--- config.mk ---
export PLATFORM = sky130hd
export DESIGN_NAME = teatris_unidade_controle
export DESIGN_NICKNAME = d
export VERILOG_FILES = /design/src/rtl/teatris_unidade_controle.sv
export SDC_FILE = /design/constraint.sdc
export NUM_CORES = 1
export LEC_CHECK = 0
export CAP_MARGIN = 40
export CORE_AREA = 4 4 41 43
export CTS_BUF_LIST = sky130_fd_sc_hd__clkbuf_2 sky130_fd_sc_hd__clkbuf_4 sky130_fd_sc_hd__clkbuf_8
export DETAILED_ROUTE_END_ITERATION = 12
export DIE_AREA = 0 0 45 47
export DONT_BUFFER_PORTS = 1
export PLACE_DENSITY = 0.61
export SLEW_MARGIN = 15
export SYNTH_ARGS = -nofsm -noshare
export SYNTH_HDL_FRONTEND = slang
export SYNTH_SLANG_ARGS = --single-unit
--- constraint.sdc ---
create_clock -name clock -period 1.2 [get_ports clock]
set_input_delay 0.06 -clock clock [delete_from_list [all_inputs] [get_ports clock]]
set_output_delay 0.06 -clock clock [all_outputs]
set_load 0.05 [all_outputs]
--- src/rtl/teatris_unidade_controle.sv ---
`default_nettype none
// ============================================================================
// Module  : teatris_unidade_controle
// Purpose : Moore control unit that sequences one TEAtris game round.
// Rev     : 1.0  initial release
// ============================================================================
module teatris_unidade_controle #(
   parameter int MAX_ERROS = 3
) (
   input  logic       clock,
   input  logic       reset,
   input  logic       iniciar,
   input  logic       tem_jogada,
   input  logic       jogada_ok,
   input  logic       fim_sequencia,
   input  logic       timeout,
   input  logic       fim_timer_animacao,
   input  logic       fim_erro,
   input  logic [3:0] erros,
   output logic       zera_contador,
   output logic       conta_contador,
   output logic       enable_memoria,
   output logic       registra_jogada,
   output logic       zera_jogada,
   output logic       timer_restart,
   output logic       timer_animacao_restart,
   output logic       conta_timer_animacao,
   output logic       zera_erro,
   output logic       conta_erro,
   output logic       mapa_fim,
   output logic       pronto,
   output logic       ganhou,
   output logic       perdeu,
   output logic [3:0] db_estado
);

   localparam logic [3:0] c_INICIAL      = 4'd0;
   localparam logic [3:0] c_PREPARA      = 4'd1;
   localparam logic [3:0] c_AGUARDA_ROM  = 4'd2;
   localparam logic [3:0] c_CARREGA      = 4'd3;
   localparam logic [3:0] c_ESPERA       = 4'd4;
   localparam logic [3:0] c_REGISTRA     = 4'd5;
   localparam logic [3:0] c_COMPARA      = 4'd6;
   localparam logic [3:0] c_ANIMA_ACERTO = 4'd7;
   localparam logic [3:0] c_PROXIMA      = 4'd8;
   localparam logic [3:0] c_CONTA_ERRO   = 4'd9;
   localparam logic [3:0] c_ANIMA_ERRO   = 4'd10;
   localparam logic [3:0] c_FIM_GANHOU   = 4'd11;
   localparam logic [3:0] c_FIM_PERDEU   = 4'd12;

   localparam logic [3:0] c_MAX_ERROS = 4'(MAX_ERROS);

   logic [3:0] r_estado;
   logic [3:0] w_proximo;

   always_ff @(posedge clock or posedge reset) begin
      if (reset) r_estado <= c_INICIAL;
      else       r_estado <= w_proximo;
   end

   always_comb begin
      w_proximo = c_INICIAL;
      case (r_estado)
         c_INICIAL:      w_proximo = iniciar ? c_PREPARA : c_INICIAL;
         c_PREPARA:      w_proximo = c_AGUARDA_ROM;
         c_AGUARDA_ROM:  w_proximo = c_CARREGA;
         c_CARREGA:      w_proximo = c_ESPERA;
         // timeout outranks a press arriving in the same cycle
         c_ESPERA: begin
            if (timeout)         w_proximo = c_CONTA_ERRO;
            else if (tem_jogada) w_proximo = c_REGISTRA;
            else                 w_proximo = c_ESPERA;
         end
         c_REGISTRA:     w_proximo = c_COMPARA;
         c_COMPARA:      w_proximo = jogada_ok ? c_ANIMA_ACERTO : c_CONTA_ERRO;
         c_ANIMA_ACERTO: begin
            if (!fim_timer_animacao) w_proximo = c_ANIMA_ACERTO;
            else if (fim_sequencia)  w_proximo = c_FIM_GANHOU;
            else                     w_proximo = c_PROXIMA;
         end
         c_PROXIMA:      w_proximo = c_AGUARDA_ROM;
         c_CONTA_ERRO:   w_proximo = c_ANIMA_ERRO;
         // a failed move retries the same address, so reload without incrementing
         c_ANIMA_ERRO: begin
            if (!fim_timer_animacao)                    w_proximo = c_ANIMA_ERRO;
            else if ((erros >= c_MAX_ERROS) || fim_erro) w_proximo = c_FIM_PERDEU;
            else                                        w_proximo = c_CARREGA;
         end
         c_FIM_GANHOU:   w_proximo = iniciar ? c_PREPARA : c_FIM_GANHOU;
         c_FIM_PERDEU:   w_proximo = iniciar ? c_PREPARA : c_FIM_PERDEU;
         default:        w_proximo = c_INICIAL;
      endcase
   end

   always_comb begin
      zera_contador          = 1'b0;
      conta_contador         = 1'b0;
      enable_memoria         = 1'b0;
      registra_jogada        = 1'b0;
      zera_jogada            = 1'b0;
      timer_restart          = 1'b0;
      timer_animacao_restart = 1'b0;
      conta_timer_animacao   = 1'b0;
      zera_erro              = 1'b0;
      conta_erro             = 1'b0;
      mapa_fim               = 1'b0;
      pronto                 = 1'b0;
      ganhou                 = 1'b0;
      perdeu                 = 1'b0;
      db_estado              = r_estado;
      case (r_estado)
         c_INICIAL: pronto = 1'b1;
         c_PREPARA: begin
            zera_contador          = 1'b1;
            zera_erro              = 1'b1;
            zera_jogada            = 1'b1;
            timer_restart          = 1'b1;
            timer_animacao_restart = 1'b1;
         end
         c_CARREGA: begin
            enable_memoria = 1'b1;
            timer_restart  = 1'b1;
         end
         c_REGISTRA:     registra_jogada        = 1'b1;
         c_COMPARA:      timer_animacao_restart = 1'b1;
         c_ANIMA_ACERTO: conta_timer_animacao   = 1'b1;
         c_PROXIMA: begin
            conta_contador = 1'b1;
            zera_jogada    = 1'b1;
         end
         c_CONTA_ERRO: begin
            conta_erro             = 1'b1;
            zera_jogada            = 1'b1;
            timer_animacao_restart = 1'b1;
         end
         c_ANIMA_ERRO: conta_timer_animacao = 1'b1;
         c_FIM_GANHOU: begin
            mapa_fim       = 1'b1;
            enable_memoria = 1'b1;
            ganhou         = 1'b1;
         end
         c_FIM_PERDEU: begin
            mapa_fim       = 1'b1;
            enable_memoria = 1'b1;
            perdeu         = 1'b1;
         end
         default: ;
      endcase
   end

endmodule
`default_nettype wire

==> flow_summary.yaml, run 1 <==
synthesis:
  async_flop_share_pct: 100.0
  synth_cell_types: 28
  synth_commonest_cells: "nor2_1, nand2_1, inv_1, nand2b_1, o21ai_0"
  synth_nets: 86
  yosysTopAreaCell: "dfrtp_1"
  yosysMostFrequentCell: "nor2_1"
  synth-edff-count: 0
  avgSynthCellArea_um2: 7.027
  synth_top_area_share_pct: 19.51
  synthFlopType: "dfrtp_1"
  syn-cell-area_um2: 513.0
  yosysSeqAreaShare_pct: 19.51
  syn_inst: 73
  yosysWarnings: 0
  synth-seq-cells: 4
  ys_top_cells_by_area: "dfrtp_1, nor2_1, nand2b_1, a2111oi_4, o21ai_0"
floorplan:
  pin_count: 31
  num_rows: 13
  initial_utilization_pct: 39.42
  fp.dieH_um: 47
  dieWidth_um: 45
timing:
  worstEndpointGrtRepair: "pronto"
  endpoint_type: "primary output"
outcome:
  status: "aborted with a tool error"
  stop_stage: "global routing (5_1_grt)"
  firstError: "[ERROR DPL-0038] Utilization greater than 100%, impossible to legalize"
place:
  gp_congestion: 0.8392
  port_buffers: 0
  dpl.hpwl_mm: 1.405
  dp_cells: 119
clocking:
  htreeDepth: 1
  cts_root_buffer: "clkbuf_4"
  clk_path_buf_depth: 2
  cts.sinks: 4
  cts_inserted_buffers: 3
global_route:
  grt_max_degree: 9
==> metrics by stage <==
stage | worst slack, ps | cell area (um^2) | TNS (ps) | util [%]
after CTS | -256.6 | 1194 | -3453 | 91.73
after detailed placement | -80.52 | 970.9 | -549.4 | 74.62
after global placement | -50.54 | 970.9 | -288.1 | 74.62
after floorplan | -329.1 | 650.6 | -2541 | -
==> kinds of logic after synthesis <==
logic type / count (synthesis) / synth area share (%)
simple gates: 37 / 36.34
xor+xnor: 1 / 1.708
mux: 2 / 3.903
buf+inv: 11 / 10.97
compound gates: 18 / 27.56
flops: 4 / 19.51
==> timing repair <==
item | in CTS
endpoints found under the setup margin | 19
endpoints found under the hold margin | 6
buffers inserted | 12
resized for setup | 31
cloned | 0
hold buffers | 2
pin swaps | 11
==> inputs of run 2 (changes only) <==
Settings changed: CORE_AREA 4 4 41 43 to 4 4 65 67, CTS_BUF_LIST sky130_fd_sc_hd__clkbuf_2 sky130_fd_sc_hd__clkbuf_4 sky130_fd_sc_hd__clkbuf_8 to not set, DIE_AREA 0 0 45 47 to 0 0 69 71, PLACE_DENSITY 0.61 to not set, PLACE_DENSITY_LB_ADDON set to 0.15.
Clock period 1.2 ns to 1.56 ns, I/O delays scaled along.
==> flow_summary.yaml, run 2 <==
outcome:
  status: "completed"
drt:
  first_pass_iters: 4
  drc: 0
  first_iter_violations: 32
  detail_route.wl_per_cell_um: 12.67
  vias: 614
  drtAntennaViolNets: 0
  via_per_inst: 4.177
  wirelength_mm: 1.862
worst_hold_path:
  hp-start: "fim_timer_animacao"
  hold_class: "in -> reg"
  min_to: "db_estado[0]"
  hold_depth: 2
floorplan:
  fp.dieH_um: 71
  num_rows: 22
  coreArea_um2: 3633
  dieArea_um2: 4899
  initial_utilization_pct: 14.12
  dieWidth_um: 69
  pin_count: 31
finish:
  nets: 114
  synthToLayoutAreaGrowth_pct: 91.95
  fillers: 401
  multiInputGateArea_um2: 436.7
  seq_area_um2: 105.1
  drive_gt1_share_pct: 51.52
  largest_reg_flops: 4
  n_antenna_cell: 0
  final_cell_mix: "buf_4, buf_12, nor2_1"
  mostFrequentLayoutCell: "buf_4"
pwr:
  p_leak_uw: 0.0004016
  p_total_uw: 2401
  vdd_drop_max_mv: 0.4014
  power_density_nw_per_um2: 2439
clocking:
  clock_latency_ps: 220
  cts.sinks: 4
  cts_inserted_buffers: 3
  clk_path_buf_depth: 2
  clk_pin_slew_ps: 30
  htreeDepth: 1
  cts_root_buffer: "clkbuf_8"
  cts_tree: "built"
place:
  gp_congestion: 0.7650
  place_ws_ps: 147.5
  dpl.hpwl_mm: 1.498
  port_buffers: 0
timing:
  setup_tns_ps: 0
  fin_skew_ps: 1.668
  rsz0062_at_grt: "no"
  tightest_slew_ps: 367.3
  setup_ws_ps: 82.90
  setup_viol: 0
  relSlewSlack_pct: 75.51
  min_period_ps: 1477
  fmax_mhz: 677.0
  hold_viol: 0
  period_share_pct: 94.69
  drv_slew: 0
setup_path:
  worstPathRequired_ps: 1480
  rr_worst_depth: 4
  cp-start-kind: "flop"
  r2r_end: "db_estado[2]"
  ff2ff_setup_slack_ps: 140
  arrival_ps: 1400
  crit_path_max_fanout: 6
  crit_path_end_kind: "primary output"
  crit_type: "reg -> out"
  rr_startpoint: "db_estado[3]"
  startpoint: "db_estado[2]"
synthesis:
  yosysTopAreaCell: "dfrtp_1"
  synth_cell_types: 28
  synth-seq-cells: 4
  synth-edff-count: 0
  yosysMostFrequentCell: "nor2_1"
  synth_commonest_cells: "nor2_1, nand2_1, inv_1, nand2b_1, o21ai_0"
  yosysWarnings: 0
  synthFlopType: "dfrtp_1"
  syn-cell-area_um2: 513.0
  synth_top_area_share_pct: 19.51
  ys_top_cells_by_area: "dfrtp_1, nor2_1, nand2b_1, a2111oi_4, o21ai_0"
  syn_inst: 73
  async_flop_share_pct: 100.0
  synth_nets: 86
  yosysSeqAreaShare_pct: 19.51
  avgSynthCellArea_um2: 7.027
global_route:
  grt_overflow: 0
  track_usage_pct: 7.860
  grt_pass1_vias: 660
  grt_max_degree: 12
  antenna_found_initial: 0
  grt_pass1_wl_mm: 3.132
run:
  drv_cap: 0
run 2: cell counts after synthesis:
No cell type changed its count.
run 2: report_power, final:
part	leakage (uW)	total [uW]	internal, uW	switching, uW
Sequential	0.0000454	254	160	94.2
Combinational	0.000335	1930	784	1150
Clock	0.0000216	217	164	52.3
Total	0.000402	2400	1110	1290
run 2: cell families after synthesis:
kind of cell              count (synthesis)  share of synthesized area (%)
AOI/OAI and AO/OA                        18                          27.56
xor gates and xnor gates                  1                          1.708
buffers and inverters                    11                          10.97
DFF                                       4                          19.51
muxes                                     2                          3.903
and+or+nand+nor                          37                          36.34
run 2: how the worst max path moves through the flow:
stage | end | slack [ps] | depth (start not counted)
after global placement | db_estado[2] | 140 | 4
after detailed placement | db_estado[2] | 150 | 4
after global routing | conta_timer_animacao | 10 | 4
final | ganhou | 80 | 4
after CTS | ganhou | 30 | 4
after floorplan | zera_erro | -20 | 3
run 2: critical path, cell delays in order (launching register included):
cell and delay [ps]:
dfrtp_2 430, nand2b_2 260, buf_4 180, nor2_2 160, buf_12 160
run 2: area by class of cell:
class	count	share of cell area, %
clock buffers	3	4.193
inverters	5	1.906
multi-input cells	58	44.35
flip-flops and latches	4	10.67
well taps	48	6.099
repair buffers	29	32.78
run 2: layer usage:
metal	up-vias	wire (um)	GRT usage, %
li1	310	-	-
met1	280	735	8.495
met4	0	32	3.688
met5	-	0	0
met3	5	143	3.267
met2	19	950	13.35
run 2: metrics by stage:
stage | utilization [%] | cells | hold WS (ps) | instance area, um^2
6_report | 27.10 | 147 | 17.50 | 984.7
4_1_cts | 26.96 | 147 | 16.63 | 979.7
3_3_place_gp | 24.04 | 138 | -137.7 | 873.3
3_5_place_dp | 24.04 | 138 | -136.3 | 873.3
2_1_floorplan | - | 73 | -155.9 | 594.3
5_1_grt | 27.10 | 147 | 51.32 | 984.7
run 2: what timing repair did:
action                                  in CTS  in global routing
endpoints found under the setup margin       2                  2
pin swaps                                    0                  0
hold buffers                                 2                  0
endpoints found under the hold margin        5                  0
setup buffers                                4                  0
resized for setup                            1                  3
Power figures use the tool's default switching activity.
==> inputs of run 3 (changes only) <==
Settings changed: CTS_BUF_LIST set to sky130_fd_sc_hd__clkbuf_16.
==> flow_summary.yaml, run 3 (synthesis results as in run 2) <==
drt:
  first_pass_iters: 4
  vias: 614
  via_per_inst: 4.177
  drtAntennaViolNets: 0
  detail_route.wl_per_cell_um: 12.92
  first_iter_violations: 30
  wirelength_mm: 1.899
  drc: 0
finish:
  n_antenna_cell: 0
  drive_gt1_share_pct: 51.52
  final_cell_mix: "buf_4, buf_12, nor2_1"
  nets: 114
  largest_reg_flops: 4
  synthToLayoutAreaGrowth_pct: 98.54
  fin_area_um2: 1018
  mostFrequentLayoutCell: "buf_4"
timing:
  hold_viol: 0
  fmax_mhz: 671.4
  drv_slew: 0
  fin_skew_ps: 0.8362
  relSlewSlack_pct: 75.73
  period_share_pct: 95.48
  setup_ws_ps: 70.53
  min_period_ps: 1489
  setup_viol: 0
  rsz0062_at_grt: "no"
  tightest_slew_ps: 364.1
floorplan:
  fp.dieH_um: 71
  coreArea_um2: 3633
  num_rows: 22
  initial_utilization_pct: 14.12
  dieArea_um2: 4899
  dieWidth_um: 69
  pin_count: 31
clocking:
  clock_latency_ps: 220
  cts_inserted_buffers: 3
  clk_path_buf_depth: 2
  cts_root_buffer: "clkbuf_16"
  cts_tree: "built"
  clk_pin_slew_ps: 30
  cts.sinks: 4
  htreeDepth: 1
place:
  port_buffers: 0
  dpl.hpwl_mm: 1.498
  place_ws_ps: 147.5
  placed_cell_area_um2: 873.3
  gp_congestion: 0.7650
setup_path:
  crit_type: "reg -> out"
  crit_cells: 4
  crit_path_end_kind: "primary output"
  arrival_ps: 1410
  r2r_end: "db_estado[2]"
  critPathBufInv: 2
  crit_family: "flip-flops"
  ff2ff_setup_slack_ps: 130
  rr_startpoint: "db_estado[3]"
  max_stage_delay_ps: 430
  critPathSlowestCell: "dfrtp_2"
  cp-start-kind: "flop"
  worstSetupEndpoint: "ganhou"
  worstPathRequired_ps: 1480
  crit_chain: "nand2b_2 > buf_4 > nor2_2 > buf_12"
  startpoint: "db_estado[2]"
  rr_worst_depth: 4
  crit_path_max_fanout: 6
pwr:
  p_total_uw: 2581
  p_leak_uw: 0.0004170
  power_density_nw_per_um2: 2534
  vdd_drop_max_mv: 0.4050
global_route:
  grt_pass1_wl_mm: 3.160
  track_usage_pct: 8.007
  grt_overflow: 0
  antenna_found_initial: 0
  grt_pass1_vias: 669
  grt_max_degree: 12
run:
  drv_cap: 0
outcome:
  status: "completed"
worst_hold_path:
  hold_class: "in -> reg"
## run 3: worst min path at each step
stage                       startpoint      endpoint  cells past startpoint
CTS                 fim_timer_animacao  db_estado[0]                      2
global route        fim_timer_animacao  db_estado[0]                      2
detailed placement               reset  db_estado[3]                      1
finish              fim_timer_animacao  db_estado[0]                      2
floorplan                        reset  db_estado[0]                      1
global placement                 reset  db_estado[3]                      1
## run 3: power by group
| part | switching (uW) | leakage, uW | internal, uW | total (uW) |
|---|---|---|---|---|
| clock network | 69.6 | 0.0000370 | 327 | 397 |
| logic | 1150 | 0.000335 | 783 | 1930 |
| registers | 94.1 | 0.0000454 | 160 | 254 |
## run 3: layout make-up
type	instances	area (um^2)
clock buffers	3	75.07
fillers	395	2615
inverters	5	18.77
multi-input cells	58	436.7
flip-flops and latches	4	105.1
well taps	48	60.06
repair buffers	29	322.8
## run 3: per-stage QoR
stage	setup TNS (ps)	hold WS (ps)	instances	utilization (%)
global placement	0	-137.7	138	24.04
CTS	0	13.06	147	27.89
detailed placement	0	-136.3	138	24.04
floorplan	-21.74	-155.9	73	-
finish	0	14.09	147	28.03
global route	0	47.49	147	28.03
## run 3: timing repair
item                                   4_1_cts  5_1_grt
hold buffers                                 2        0
endpoints found under the hold margin        5        0
setup buffers                                4        0
pin swaps                                    0        0
setup endpoints to repair                    2        2
resized for setup                            1        3
## run 3: metal layers
metal / track usage, % / vias to the layer above / part of all wire, %
li1: - / 310 / -
met1: 8.579 / 281 / 40
met2: 13.45 / 19 / 50
met3: 3.267 / 4 / 7.6
met4: 4.338 / 0 / 2.3
met5: 0 / - / 0
==> inputs of run 4 (changes only) <==
Settings changed: GPL_TIMING_DRIVEN set to 0, PLACE_DENSITY_LB_ADDON 0.15 to not set.
==> flow_summary.yaml, run 4 (synthesis results as in run 2) <==
floorplan:
  pin_count: 31
  dieArea_um2: 4899
  dieWidth_um: 69
  coreArea_um2: 3633
  fp.dieH_um: 71
  initial_utilization_pct: 14.12
  num_rows: 22
pwr:
  p_leak_uw: 0.0003601
  vdd_drop_max_mv: 0.4289
  power_density_nw_per_um2: 2595
timing:
  fmax_mhz: 543.6
  fin_skew_ps: 0.3032
  drv_slew: 0
  period_share_pct: 117.9
  setup_tns_ps: -1231
  min_period_ps: 1840
  hold_ws_ps: 21.12
  hold_viol: 0
  setup_viol: 11
  setup_ws_ps: -279.7
  relSlewSlack_pct: 50.97
  rsz0062_at_grt: "yes"
  tightest_slew_ps: 729.9
drt:
  via_per_inst: 4.388
  first_pass_iters: 4
  detail_route.wl_per_cell_um: 15.04
  wirelength_mm: 2.016
  drtAntennaViolNets: 0
  first_iter_violations: 19
  drc: 0
  vias: 588
global_route:
  grt_max_degree: 11
  grt_pass1_wl_mm: 3.084
  track_usage_pct: 8.051
  grt_pass1_vias: 583
  antenna_found_initial: 0
  grt_overflow: 0
setup_path:
  max_stage_delay_ps: 580
  critPathBufInv: 2
  crit_chain: "buf_12 > nor3_4 > buf_6"
  rr_worst_depth: 6
  critPathSlowestCell: "dfrtp_4"
  ff2ff_setup_slack_ps: 0
  crit_cells: 3
  crit_type: "reg -> out"
  crit_family: "flip-flops"
  crit_path_end_kind: "primary output"
  arrival_ps: 1760
  cp-start-kind: "flop"
  crit_path_max_fanout: 7
  worstPathRequired_ps: 1480
finish:
  final_cell_mix: "nor2_1, buf_6, nand2_1, inv_1, buf_4"
  fillers: 394
  n_antenna_cell: 0
  nets: 101
  largest_reg_flops: 4
  mostFrequentLayoutCell: "nor2_1"
  drive_gt1_share_pct: 52.33
  synthToLayoutAreaGrowth_pct: 89.27
  finalNonFillerCells: 134
place:
  dpl.hpwl_mm: 1.446
  port_buffers: 0
  dp_cells: 122
  gp_congestion: 0.8607
clocking:
  htreeDepth: 1
  clock_latency_ps: 220
  cts.sinks: 4
  cts_tree: "built"
  cts_inserted_buffers: 3
  cts_root_buffer: "clkbuf_16"
  clk_pin_slew_ps: 30
  clk_path_buf_depth: 2
worst_hold_path:
  hold_class: "in -> reg"
  hold_depth: 2
outcome:
  failed_checks: "setup timing"
  status: "finished, violations left"
run:
  drv_cap: 0
-- run 4: cell count changes in the layout (fill, tap and decap cells not counted), sizes merged --
cell | before | now
buf | 27 | 14
-- run 4: where the power goes --
group | internal (uW) | total [uW] | switching (uW)
Clock | 327 | 394 | 67.1
Combinational | 634 | 1660 | 1020
Sequential | 179 | 467 | 288
-- run 4: routing by layer --
metal  global-route usage (%)  part of all wire [%]
met2                    14.09                    53
met4                    5.206                   1.8
met5                        0                     0
met3                    3.267                   8.3
met1                    7.861                    36
-- run 4: worst reg2reg max path, cell delays in order (launching register included) --
cell and delay [ps]:
dfrtp_4 570, buf_12 170, buf_12 140, nor2_4 150
xnor2_2 80, a221oi_2 220, o21ai_1 100
-- run 4: worst paths after layout --
path                                    start      endpoint
hold / removal             fim_timer_animacao  db_estado[0]
setup reg to reg                 db_estado[3]  db_estado[1]
min in group asynchronous               reset  db_estado[0]
setup / recovery                 db_estado[2]     zera_erro
max in group asynchronous               reset  db_estado[2]
hold reg to reg                  db_estado[1]  db_estado[0]
-- run 4: what timing repair did --
action,CTS,global route
pin swaps,4,8
setup endpoints to repair,15,14
buffers inserted,1,7
resized for setup,23,18
hold buffers,2,0
endpoints found under the hold margin,5,0
-- run 4: cell type report --
| type | instances | area (um^2) | area share [%] |
|---|---|---|---|
| well taps | 48 | 60.06 | 6.186 |
| multi-input cells | 58 | 513.0 | 52.84 |
| flip-flops and latches | 4 | 115.1 | 11.86 |
| plain buffers | 5 | 77.57 | 7.990 |
| clock buffers | 3 | 75.07 | 7.732 |
| repair buffers | 11 | 111.4 | 11.47 |
| inverters | 5 | 18.77 | 1.933 |
-- run 4: metrics by stage --
step           utilization [%]  instance area, um^2  setup slack [ps]  power [uW]
2_1_floorplan                -                594.3            -20.87        1504
3_3_place_gp             18.01                654.4            -125.9        1664
3_5_place_dp             18.22                661.9            -120.8        1686
4_1_cts                  23.42                850.8            -326.7        2296
5_1_grt                  26.72                970.9            -321.0        2651
6_report                 26.72                970.9            -279.7        2519
